==> src/rtl/shift_pkg.sv <==
// Shared definitions for the serial shifter family.
//   SHIFT_WIDTH : default datapath width
//   S_*         : FSM state encodings (kept as plain constants so legacy
//                 code that compares raw state values keeps working)
//   DIR_LEFT    : value of the direction flag that selects a left shift
package shift_pkg;

  localparam int SHIFT_WIDTH = 32;

  localparam logic [1:0] S_IDLE  = 2'b00;
  localparam logic [1:0] S_SHIFT = 2'b01;
  localparam logic [1:0] S_DONE  = 2'b10;

  localparam logic DIR_LEFT = 1'b1;

endpackage

==> src/rtl/shift_step_1bit.sv <==
// Combinational single-bit shift step, shared with wider-per-cycle variants.
// Ports:
//   regIn   [WIDTH-1:0] : current shift register value
//   dir                 : DIR_LEFT selects left, otherwise right
//   arith               : sign-fill on right shifts; ignored for left shifts
//   regNext [WIDTH-1:0] : value after one bit of shifting
module shift_step_1bit
  import shift_pkg::*;
#(
  parameter int WIDTH = SHIFT_WIDTH
) (
  input  logic [WIDTH-1:0] regIn,
  input  logic             dir,
  input  logic             arith,
  output logic [WIDTH-1:0] regNext
);

  always_comb begin
    regNext = regIn;
    if (dir == DIR_LEFT) begin
      regNext = {regIn[WIDTH-2:0], 1'b0};
    end else begin
      // Arithmetic fill replicates the sign bit; logical fill is zero.
      regNext = {arith & regIn[WIDTH-1], regIn[WIDTH-1:1]};
    end
  end

endmodule

==> src/rtl/shift_32_bit_serial.sv <==
// Multi-cycle serial shifter: one bit per clock, start/busy/done handshake.
// Supports logical left, logical right and arithmetic right shifts.
// Ports:
//   clk         : rising-edge clock
//   rst         : asynchronous active-low reset
//   start       : request, only sampled while idle
//   in          [WIDTH-1:0] : operand
//   shiftAmt    [31:0]      : unsigned shift amount, >= WIDTH saturates
//   LeftOrRight : 1 = left, 0 = right
//   isArith     : 1 = arithmetic (right shifts only)
//   out         [WIDTH-1:0] : shift register, valid from done onward
//   busy        : high whenever the FSM is not idle
//   done        : single-cycle completion pulse
//
// state   | meaning
// --------+---------------------------------------------------------
// S_IDLE  | waiting for start; out holds the last result
// S_SHIFT | shifting one bit per cycle until the counter expires
// S_DONE  | result complete, done pulses for this one cycle
module shift_32_bit_serial
  import shift_pkg::*;
#(
  parameter int WIDTH = SHIFT_WIDTH,
  parameter int CNT_W = 6
) (
  input  logic             clk,
  input  logic             rst,
  input  logic             start,
  input  logic [WIDTH-1:0] in,
  input  logic [31:0]      shiftAmt,
  input  logic             LeftOrRight,
  input  logic             isArith,
  output logic [WIDTH-1:0] out,
  output logic             busy,
  output logic             done
);

  logic [1:0]       state;
  logic [CNT_W-1:0] cnt;
  logic [CNT_W-1:0] loadCnt;
  logic             dirReg;
  logic             arithReg;
  logic [WIDTH-1:0] stepNext;

  // The full 32-bit amount is compared so large values saturate rather
  // than wrapping through the truncated counter.
  always_comb begin
    loadCnt = shiftAmt[CNT_W-1:0];
    if (shiftAmt >= 32'(WIDTH)) begin
      loadCnt = CNT_W'(WIDTH);
    end
  end

  shift_step_1bit #(
    .WIDTH(WIDTH)
  ) uStep (
    .regIn  (out),
    .dir    (dirReg),
    .arith  (arithReg),
    .regNext(stepNext)
  );

  always_ff @(posedge clk or negedge rst) begin
    if (!rst) begin
      state    <= S_IDLE;
      cnt      <= '0;
      out      <= '0;
      dirReg   <= 1'b0;
      arithReg <= 1'b0;
      busy     <= 1'b0;
      done     <= 1'b0;
    end else begin
      case (state)
        S_IDLE: begin
          done <= 1'b0;
          if (start) begin
            out      <= in;
            dirReg   <= LeftOrRight;
            arithReg <= isArith;
            cnt      <= loadCnt;
            busy     <= 1'b1;
            if (loadCnt != '0) begin
              state <= S_SHIFT;
            end else begin
              state <= S_DONE;
              done  <= 1'b1;
            end
          end
        end
        S_SHIFT: begin
          out <= stepNext;
          cnt <= cnt - CNT_W'(1);
          if (cnt == CNT_W'(1)) begin
            state <= S_DONE;
            done  <= 1'b1;
          end
        end
        S_DONE: begin
          state <= S_IDLE;
          busy  <= 1'b0;
          done  <= 1'b0;
        end
        default: begin
          state <= S_IDLE;
          busy  <= 1'b0;
          done  <= 1'b0;
        end
      endcase
    end
  end

endmodule
==> config.mk <==
export PLATFORM = sky130hd
export DESIGN_NAME = shift_32_bit_serial
export DESIGN_NICKNAME = d
export VERILOG_FILES = /design/src/rtl/shift_pkg.sv /design/src/rtl/shift_step_1bit.sv /design/src/rtl/shift_32_bit_serial.sv
export SDC_FILE = /design/constraint.sdc
export NUM_CORES = 1
export LEC_CHECK = 0
export ABC_AREA = 1
export CAP_MARGIN = 30
export CORE_ASPECT_RATIO = 1.25
export CORE_UTILIZATION = 48
export DETAILED_ROUTE_END_ITERATION = 10
export GPL_TIMING_DRIVEN = 0
export PLACE_DENSITY = 0.86
export SLEW_MARGIN = 25
export SYNTH_ARGS = -nofsm -noshare
export SYNTH_HDL_FRONTEND = slang
export SYNTH_SLANG_ARGS = --single-unit
export TNS_END_PERCENT = 20
==> constraint.sdc <==
create_clock -name clk -period 3.35 [get_ports clk]
set_input_delay 0.8375 -clock clk [delete_from_list [all_inputs] [get_ports clk]]
set_output_delay 0.8375 -clock clk [all_outputs]
set_load 0.1 [all_outputs]
==> flow_summary_export.csv, run 1 <==
group,metric,value,unit
yosys,synth_edf_count,0,
clock_network,root_buffer,"clkbuf_8",
yosys,synth_area_leaders,"dfrtp_1, nand2_1, a21oi_1",
sta,hold_viol,0,
clock_network,postCtsSetupBuffers,0,
layout,final_common_cell,"nand2_1",
placement,dp_hpwl,5950,µm
clock_network,cts_tree,"yes",
sta,setup_violations,0,
clock_network,cts_buffer_depth,2,
drt,routed_wl,7890,µm
die,die_width,69.2,µm
yosys,synth_top_area_share,40.6,%
drt,drcViolationCount,0,
placement,portBuffers,102,
yosys,syn_avg_cell_area,7.20,µm²
yosys,synthFlopType,"dfrtp_1",
sta,slew-limit-headroom,32.0,%
setup_path,cp_slowest_cell,"clkdlybuf4s50_1",
setup_path,crit_path_cell_trace,"clkdlybuf4s50_1",
sta,rsz0062_at_grt,"no",
grt,overflow,0,
clock_network,cts-htree-levels,2,
clock_network,clk_pin_slew,0.09,ns
setup_path,crit_fanout,4,
yosys,yosys.area.top_type,"dfrtp_1",
clock_network,holdBufCountCts,0,
drt,drt_iter0_drc,200,
drt,avgViaCountPerCell,5.28,
yosys,ys_warn_count,0,
grt,grt_max_degree,28,
setup_path,path_class,"flop to output port",
sta,min_period,2.75,ns
sta,fin_tns_setup,0,ns
placement,place.gp.congestion,0.855,
clock_network,cts_sinks,44,
setup_path,crit_path_max_incr_delay,1.17,ns
sta,worst_pin_slew,1.02,ns
layout,nets,558,
layout,n_antenna_cell,0,
die,rows,30,
placement,postPlaceCellArea,3830,µm²
clock_network,numCtsBuffers,5,
layout,drive_gt1_share,11.1,%
sta,clock.fmax,363,MHz
yosys,synthCells,377,
sta,finalCritPeriodShare,82.2,%
die,pin_count,103,
yosys,async_flop_share,100,%
die,core-area,5440,µm²
drt,vias,2914,
grt,grt_pass1_vias,2854,
setup_path,arrival,1.92,ns
grt,antenna_found_initial,0,
clock_network,clock_latency,0.31,ns
layout,syn2layout_area_growth,45.1,%
yosys,synth-seq-cells,44,
sta,drv_slew,0,
drt,firstDrtPassIters,4,
setup_path,path_buf_inv,1,
yosys,syn_area,2710,µm²
yosys,syn_nets,448,
die,start_util,49.8,%
setup_path,cp.required,2.51,ns
sta,skew,0.00920,ns
yosys,ys_types,29,
yosys,yosysSeqAreaShare,40.6,%
drt,postRouteAntennaNets,0,
run,drv_cap,0,
die,dieArea,5960,µm²
min_path,hp-class,"input port to asynchronous set/reset pin",
layout,final_area,3940,µm²
die,die_h,86.1,µm
clock_network,cts.repair.resized,0,
grt,track_usage,27.4,%
drt,avgRoutedWirePerCell,14.3,µm
setup_path,start_kind,"flop",
layout,layout_common_cells,"nand2_1, clkdlybuf4s50_1, dfrtp_1",
run_status,status,"finished clean",
setup_path,cp_top_family,"buffers and inverters",
setup_path,end_kind,"output port",
grt,grt_pass1_wl,13300,µm
## synthesized netlist by cell type (2+ instances only)
library cell and instances:
o21ai_0 15, buf_6 4, nand3b_1 2, inv_1 31, a21oi_2 23, nand3_1 7, o21ai_2 2, ha_1 2
and2_1 2, nor2_4 2, nor2_1 24, nand2_1 121, a21oi_1 43, dfrtp_1 44, buf_2 8, o21ai_1 28
clkbuf_1 7
## metal layers
metal / global-route usage [%] / routed length (µm)
met1: 32.5 / 3080
met2: 49.0 / 4030
met3: 7.87 / 682
met4: 6.49 / 104
met5: 0 / 0
## worst paths after layout
kind	slack, ns	endpoint	startpoint	cells past startpoint
min in group clk	0.53	cnt[1]	cnt[1]	2
worst min-delay path	0.47	out[24]	rst	1
worst min register to register	0.53	cnt[1]	cnt[1]	2
worst max register to register	1.83	out[8]	state[0]	6
worst max-delay path	0.60	out[18]	out[18]	1
max in group asynchronous	2.37	out[12]	rst	2
## registers in the layout (all words and copies together), names as in the netlist
signal and flops:
arithReg 1, busy 1, cnt 6, dirReg 1, done 1, out 32
state 2
## per-stage QoR
step	util (%)	hold WS, ns	worst slack [ns]	instances
after floorplan	-	0.443	1.57	377
after global placement	70.1	0.491	0.233	543
after detailed placement	70.3	0.503	0.930	544
after CTS	72.3	0.477	0.592	552
after global routing	72.3	0.489	0.545	552
final	72.3	0.469	0.597	552
## cell families after synthesis
family	count (synthesis)	synth area share (%)
AND/OR/NAND/NOR	162	24.2
AO/OA/AOI/OAI	113	24.4
buffers and inverters	54	9.18
flip-flops	44	40.6
XOR/XNOR	2	0.646
adder cells (fa/ha/maj)	2	0.922
## worst register-to-register path, stage by stage (launching register included)
cell and delay, ns:
dfrtp_1 0.43, inv_2 0.10, nor2_4 0.06, nor2_4 0.19
clkbuf_1 0.39, nand2_1 0.13, o21ai_1 0.12
## area by class of cell
class / count / area [µm²]
plain buffers: 21 / 123
multi-input cells: 279 / 1360
clock buffers: 6 / 72.6
flip-flops and latches: 44 / 1100
inverters: 33 / 126
repair buffers: 103 / 1040
fillers: 429 / 1510
well taps: 64 / 80.1
clock inverters: 2 / 35.0
Power of run 1 is not shown: default switching activity piles up to over one toggle a cycle in this logic, so the estimate is an artifact.
==> run 2: changes to the inputs <==
Settings changed: CORE_UTILIZATION 48 to 40, PLACE_DENSITY 0.86 to 0.77.
Clock period 3.35 ns to 2.4 ns, I/O delays scaled along.
==> run 2 against run 1 <==
Effect of this change: core utilization down 13 points; register-to-register slack worse by 0.94 ns; worst setup slack worse by 0.42 ns; critical endpoint unchanged; first-iteration DRC count down 32%; worst hold slack worse by 0.17 ns; sequential share of layout area up 0.14 points; critical path depth unchanged.
==> flow_summary_export.csv, run 2 (synthesis gave the netlist of run 1 again) <==
group,metric,value,unit
run_status,status,"finished clean",
setup_path,crit_fanout,4,
setup_path,cp.depth,1,
drt,drcViolationCount,0,
layout,register_area,1100,µm²
sta,hold_viol,0,
clock_network,postCtsSetupBuffers,0,
clock_network,cts_tree,"yes",
placement,postPlaceCellArea,3860,µm²
drt,avgViaCountPerCell,5.02,
clock_network,cts_buffer_depth,2,
drt,routed_wl,7620,µm
drt,drt_iter0_drc,136,
layout,nets,558,
layout,top_regs,"out x32, cnt x6, state x2",
die,pin_count,103,
grt,antenna_found_initial,0,
sta,finalCritPeriodShare,92.7,%
layout,multi_input_area,1360,µm²
setup_path,ff2ff_setup_slack,0.89,ns
clock_network,cts_sinks,44,
drt,postRouteAntennaNets,0,
setup_path,crit_path_max_incr_delay,0.88,ns
drt,met3_length,599,µm
setup_path,arrival,1.62,ns
sta,rsz0062_at_grt,"no",
sta,setup_violations,0,
die,dieArea,7120,µm²
clock_network,numCtsBuffers,5,
setup_path,rr_worst_depth,5,
min_path,hp-class,"input port to asynchronous set/reset pin",
setup_path,crit_path_cell_trace,"dlygate4sd2_1",
grt,track_usage,22.4,%
placement,place.gp.congestion,0.831,
layout,largest_reg_flops,32,
placement,dp_hpwl,5840,µm
sta,slew-limit-headroom,34.9,%
setup_path,cp_top_family,"buffers and inverters",
layout,layout_common_cells,"nand2_1, clkdlybuf4s50_1, dfrtp_1",
grt,grt_pass1_wl,12300,µm
grt,overflow,0,
drt,firstDrtPassIters,4,
setup_path,cp.required,1.80,ns
clock_network,clk_pin_slew,0.08,ns
layout,syn2layout_area_growth,44.4,%
die,die_h,94.1,µm
die,core-area,6570,µm²
grt,grt_pass1_vias,2800,
layout,final_common_cell,"nand2_1",
drt,drt-met1-wl,3160,µm
layout,drive_gt1_share,10.9,%
die,start_util,41.3,%
clock_network,cts-htree-levels,2,
die,die_width,75.7,µm
sta,drv_slew,0,
placement,dp.cells,567,
setup_path,start_kind,"flop",
setup_path,end_kind,"output port",
layout,n_antenna_cell,0,
layout,final_area,3920,µm²
sta,skew,0.00282,ns
layout,instances_no_fill,575,
drt,wl_met2,3760,µm
placement,portBuffers,102,
sta,clock.fmax,450,MHz
sta,min_period,2.22,ns
setup_path,path_class,"flop to output port",
layout,post-route-util,59.7,%
grt,grt_max_degree,25,
setup_path,path_buf_inv,1,
drt,vias,2889,
clock_network,holdBufCountCts,0,
run,drv_cap,0,
die,rows,33,
setup_path,cp_slowest_cell,"dlygate4sd2_1",
clock_network,clock_latency,0.29,ns
drt,avgRoutedWirePerCell,13.2,µm
layout,fillers,628,
sta,worst_pin_slew,0.980,ns
drt,top_layer_used,"met4",
clock_network,root_buffer,"clkbuf_8",
layout,regMostFlops,"out",
run 2: cell count changes in the layout (fill, tap and decap cells not counted):
cell / delta
clkinv_2: -1
clkbuf_8: +1
buf_12: -1
clkbuf_1: +1
dlygate4sd2_1: +33
buf_16: +1
clkdlybuf4s50_1: -34
bufinv_16: -1
dlymetal6s2s_1: +1
run 2: path summary, 6_finish.rpt:
check | from | endpoint
max reg2reg | state[0] | out[1]
min | rst | out[29]
min reg2reg | cnt[1] | cnt[1]
max | out[18] | out[18]
max in group asynchronous | rst | cnt[2]
min in group clk | cnt[1] | cnt[1]
run 2: metrics by stage:
| step | TNS [ns] | worst slack, ns | hold slack (ns) |
|---|---|---|---|
| final | 0 | 0.176 | 0.299 |
| after floorplan | 0 | 0.860 | 0.304 |
| after detailed placement | 0 | 0.217 | 0.507 |
| after CTS | 0 | 0.00997 | 0.309 |
| after global routing | 0 | 0.133 | 0.339 |
| after global placement | -20.43 | -0.467 | 0.492 |
run 2: final cells by class:
type | instances | area share [%]
clock buffers | 8 | 2.30
multi-input cells | 279 | 34.8
inverters | 33 | 3.23
well taps | 87 | 2.78
flip-flops and latches | 44 | 28.1
repair buffers | 103 | 25.7
plain buffers | 21 | 3.13
run 2: repair_timing:
item                                    CTS  global route
resized for setup                        33             1
endpoints found under the setup margin   33             1
pin swaps                                 0             0
run 2: per-layer routing:
metal,GRT usage [%],up-vias
met5,0,-
met4,5.56,0
met3,5.36,9
met2,39.4,108
met1,27.0,1337
li1,-,1435
Power of run 2 is left out for the same reason.
==> run 3: changes to the inputs <==
==> constraint.sdc (replaced) <==
create_clock -name clk -period 2.4 [get_ports clk]
set_input_delay 0.48 -clock clk [delete_from_list [all_inputs] [get_ports clk]]
set_output_delay 0.48 -clock clk [all_outputs]
set_load 0.1 [all_outputs]
==> run 3 against run 2 <==
Effect of this change: clock skew is essentially flat; die area is the same; wire length grew 0.14%; largest cell class unchanged; via count shrank 0.17%; final area grew 1.4%; final cell count is the same; critical path type unchanged; core utilization grew 0.82 points; worst hold slack lost 0.12 ns.
==> flow_summary_export.csv, run 3 (synthesis gave the netlist of run 1 again) <==
group,metric,value,unit
setup_path,path_class,"flop to output port",
layout,post-route-util,60.5,%
drt,avgRoutedWirePerCell,13.3,µm
sta,clock.fmax,423,MHz
clock_network,cts_buffer_depth,2,
placement,postPlaceCellArea,3860,µm²
setup_path,cp_slowest_cell,"clkdlybuf4s50_1",
placement,dp_hpwl,5840,µm
setup_path,arrival,1.88,ns
sta,hold_viol,0,
setup_path,cp_top_family,"buffers and inverters",
grt,grt_pass1_wl,12300,µm
clock_network,cts_sinks,44,
grt,top_usage_layer,"met2",
die,die_h,94.1,µm
drt,vias,2884,
drt,firstDrtPassIters,4,
placement,portBuffers,102,
setup_path,crit_fanout,4,
layout,final_area,3970,µm²
grt,grtUsageMet2,39.4,%
min_path,hp-class,"input port to asynchronous set/reset pin",
clock_network,cts-htree-levels,2,
sta,slew-limit-headroom,33.2,%
setup_path,path_buf_inv,1,
setup_path,end_kind,"output port",
sta,min_period,2.36,ns
clock_network,root_buffer,"clkbuf_8",
clock_network,clk_pin_slew,0.08,ns
die,pin_count,103,
grt,grt_max_degree,25,
setup_path,start_kind,"flop",
placement,place.gp.congestion,0.831,
drt,postRouteAntennaNets,0,
die,rows,33,
die,dieArea,7120,µm²
clock_network,cts_tree,"yes",
sta,fin_tns_setup,0,ns
clock_network,cts.repair.resized,0,
run,drv_cap,0,
die,die_width,75.7,µm
layout,top_regs,"out x32, cnt x6, state x2",
sta,rsz0062_at_grt,"no",
layout,largest_reg_flops,32,
clock_network,clock_latency,0.29,ns
layout,layout_common_cells,"nand2_1, clkdlybuf4s50_1, dfrtp_1",
drt,drt_iter0_drc,95,
clock_network,numCtsBuffers,5,
die,start_util,41.3,%
run_status,status,"finished clean",
grt,antenna_found_initial,0,
layout,nets,558,
sta,finalCritPeriodShare,98.5,%
clock_network,holdBufCountCts,0,
layout,n_antenna_cell,0,
setup_path,crit_path_max_incr_delay,1.16,ns
layout,drive_gt1_share,10.9,%
sta,worst_pin_slew,1.00,ns
layout,regMostFlops,"out",
drt,avgViaCountPerCell,5.02,
sta,setup_violations,0,
layout,syn2layout_area_growth,46.4,%
grt,overflow,0,
layout,final_common_cell,"nand2_1",
sta,skew,0.00266,ns
setup_path,cp.required,1.92,ns
setup_path,crit_path_cell_trace,"clkdlybuf4s50_1",
grt,met3_usage,5.36,%
sta,drv_slew,0,
grt,track_usage,22.4,%
drt,drcViolationCount,0,
die,core-area,6570,µm²
grt,grt_pass1_vias,2804,
clock_network,postCtsSetupBuffers,0,
grt,gr-usage-met1,27.1,%
drt,routed_wl,7630,µm
## run 3: per-stage QoR
step | setup slack (ns) | std cells | hold slack (ns)
3_5_place_dp | 0.337 | 567 | 0.507
5_1_grt | 0.00389 | 575 | 0.219
3_3_place_gp | -0.347 | 566 | 0.492
4_1_cts | 0.00651 | 575 | 0.189
6_report | 0.0353 | 575 | 0.180
2_1_floorplan | 0.913 | 377 | 0.184
## run 3: final timing paths
path	cells past startpoint	slack (ns)	to	startpoint
worst max-delay path	1	0.04	out[3]	out[3]
worst min-delay path	1	0.18	out[29]	rst
worst max register to register	5	0.89	out[1]	state[0]
worst min register to register	2	0.52	cnt[1]	cnt[1]
max in group asynchronous	2	1.72	out[18]	rst
min in group clk	2	0.52	cnt[1]	cnt[1]
## run 3: layer usage
layer  vias to the layer above  wire length [µm]
met5                         -                 0
li1                       1433                 -
met1                      1331              3130
met2                       112              3830
met3                         8               596
met4                         0                74
## run 3: final cells by class
class,count,area (µm²)
sequential,44,1100
timing repair buffer,103,1060
inverter,33,126
clock buffer,8,90.1
multi-input combinational,279,1360
buffer,21,123
tap,87,109
fill,604,2590
Power of run 3 is left out for the same reason.
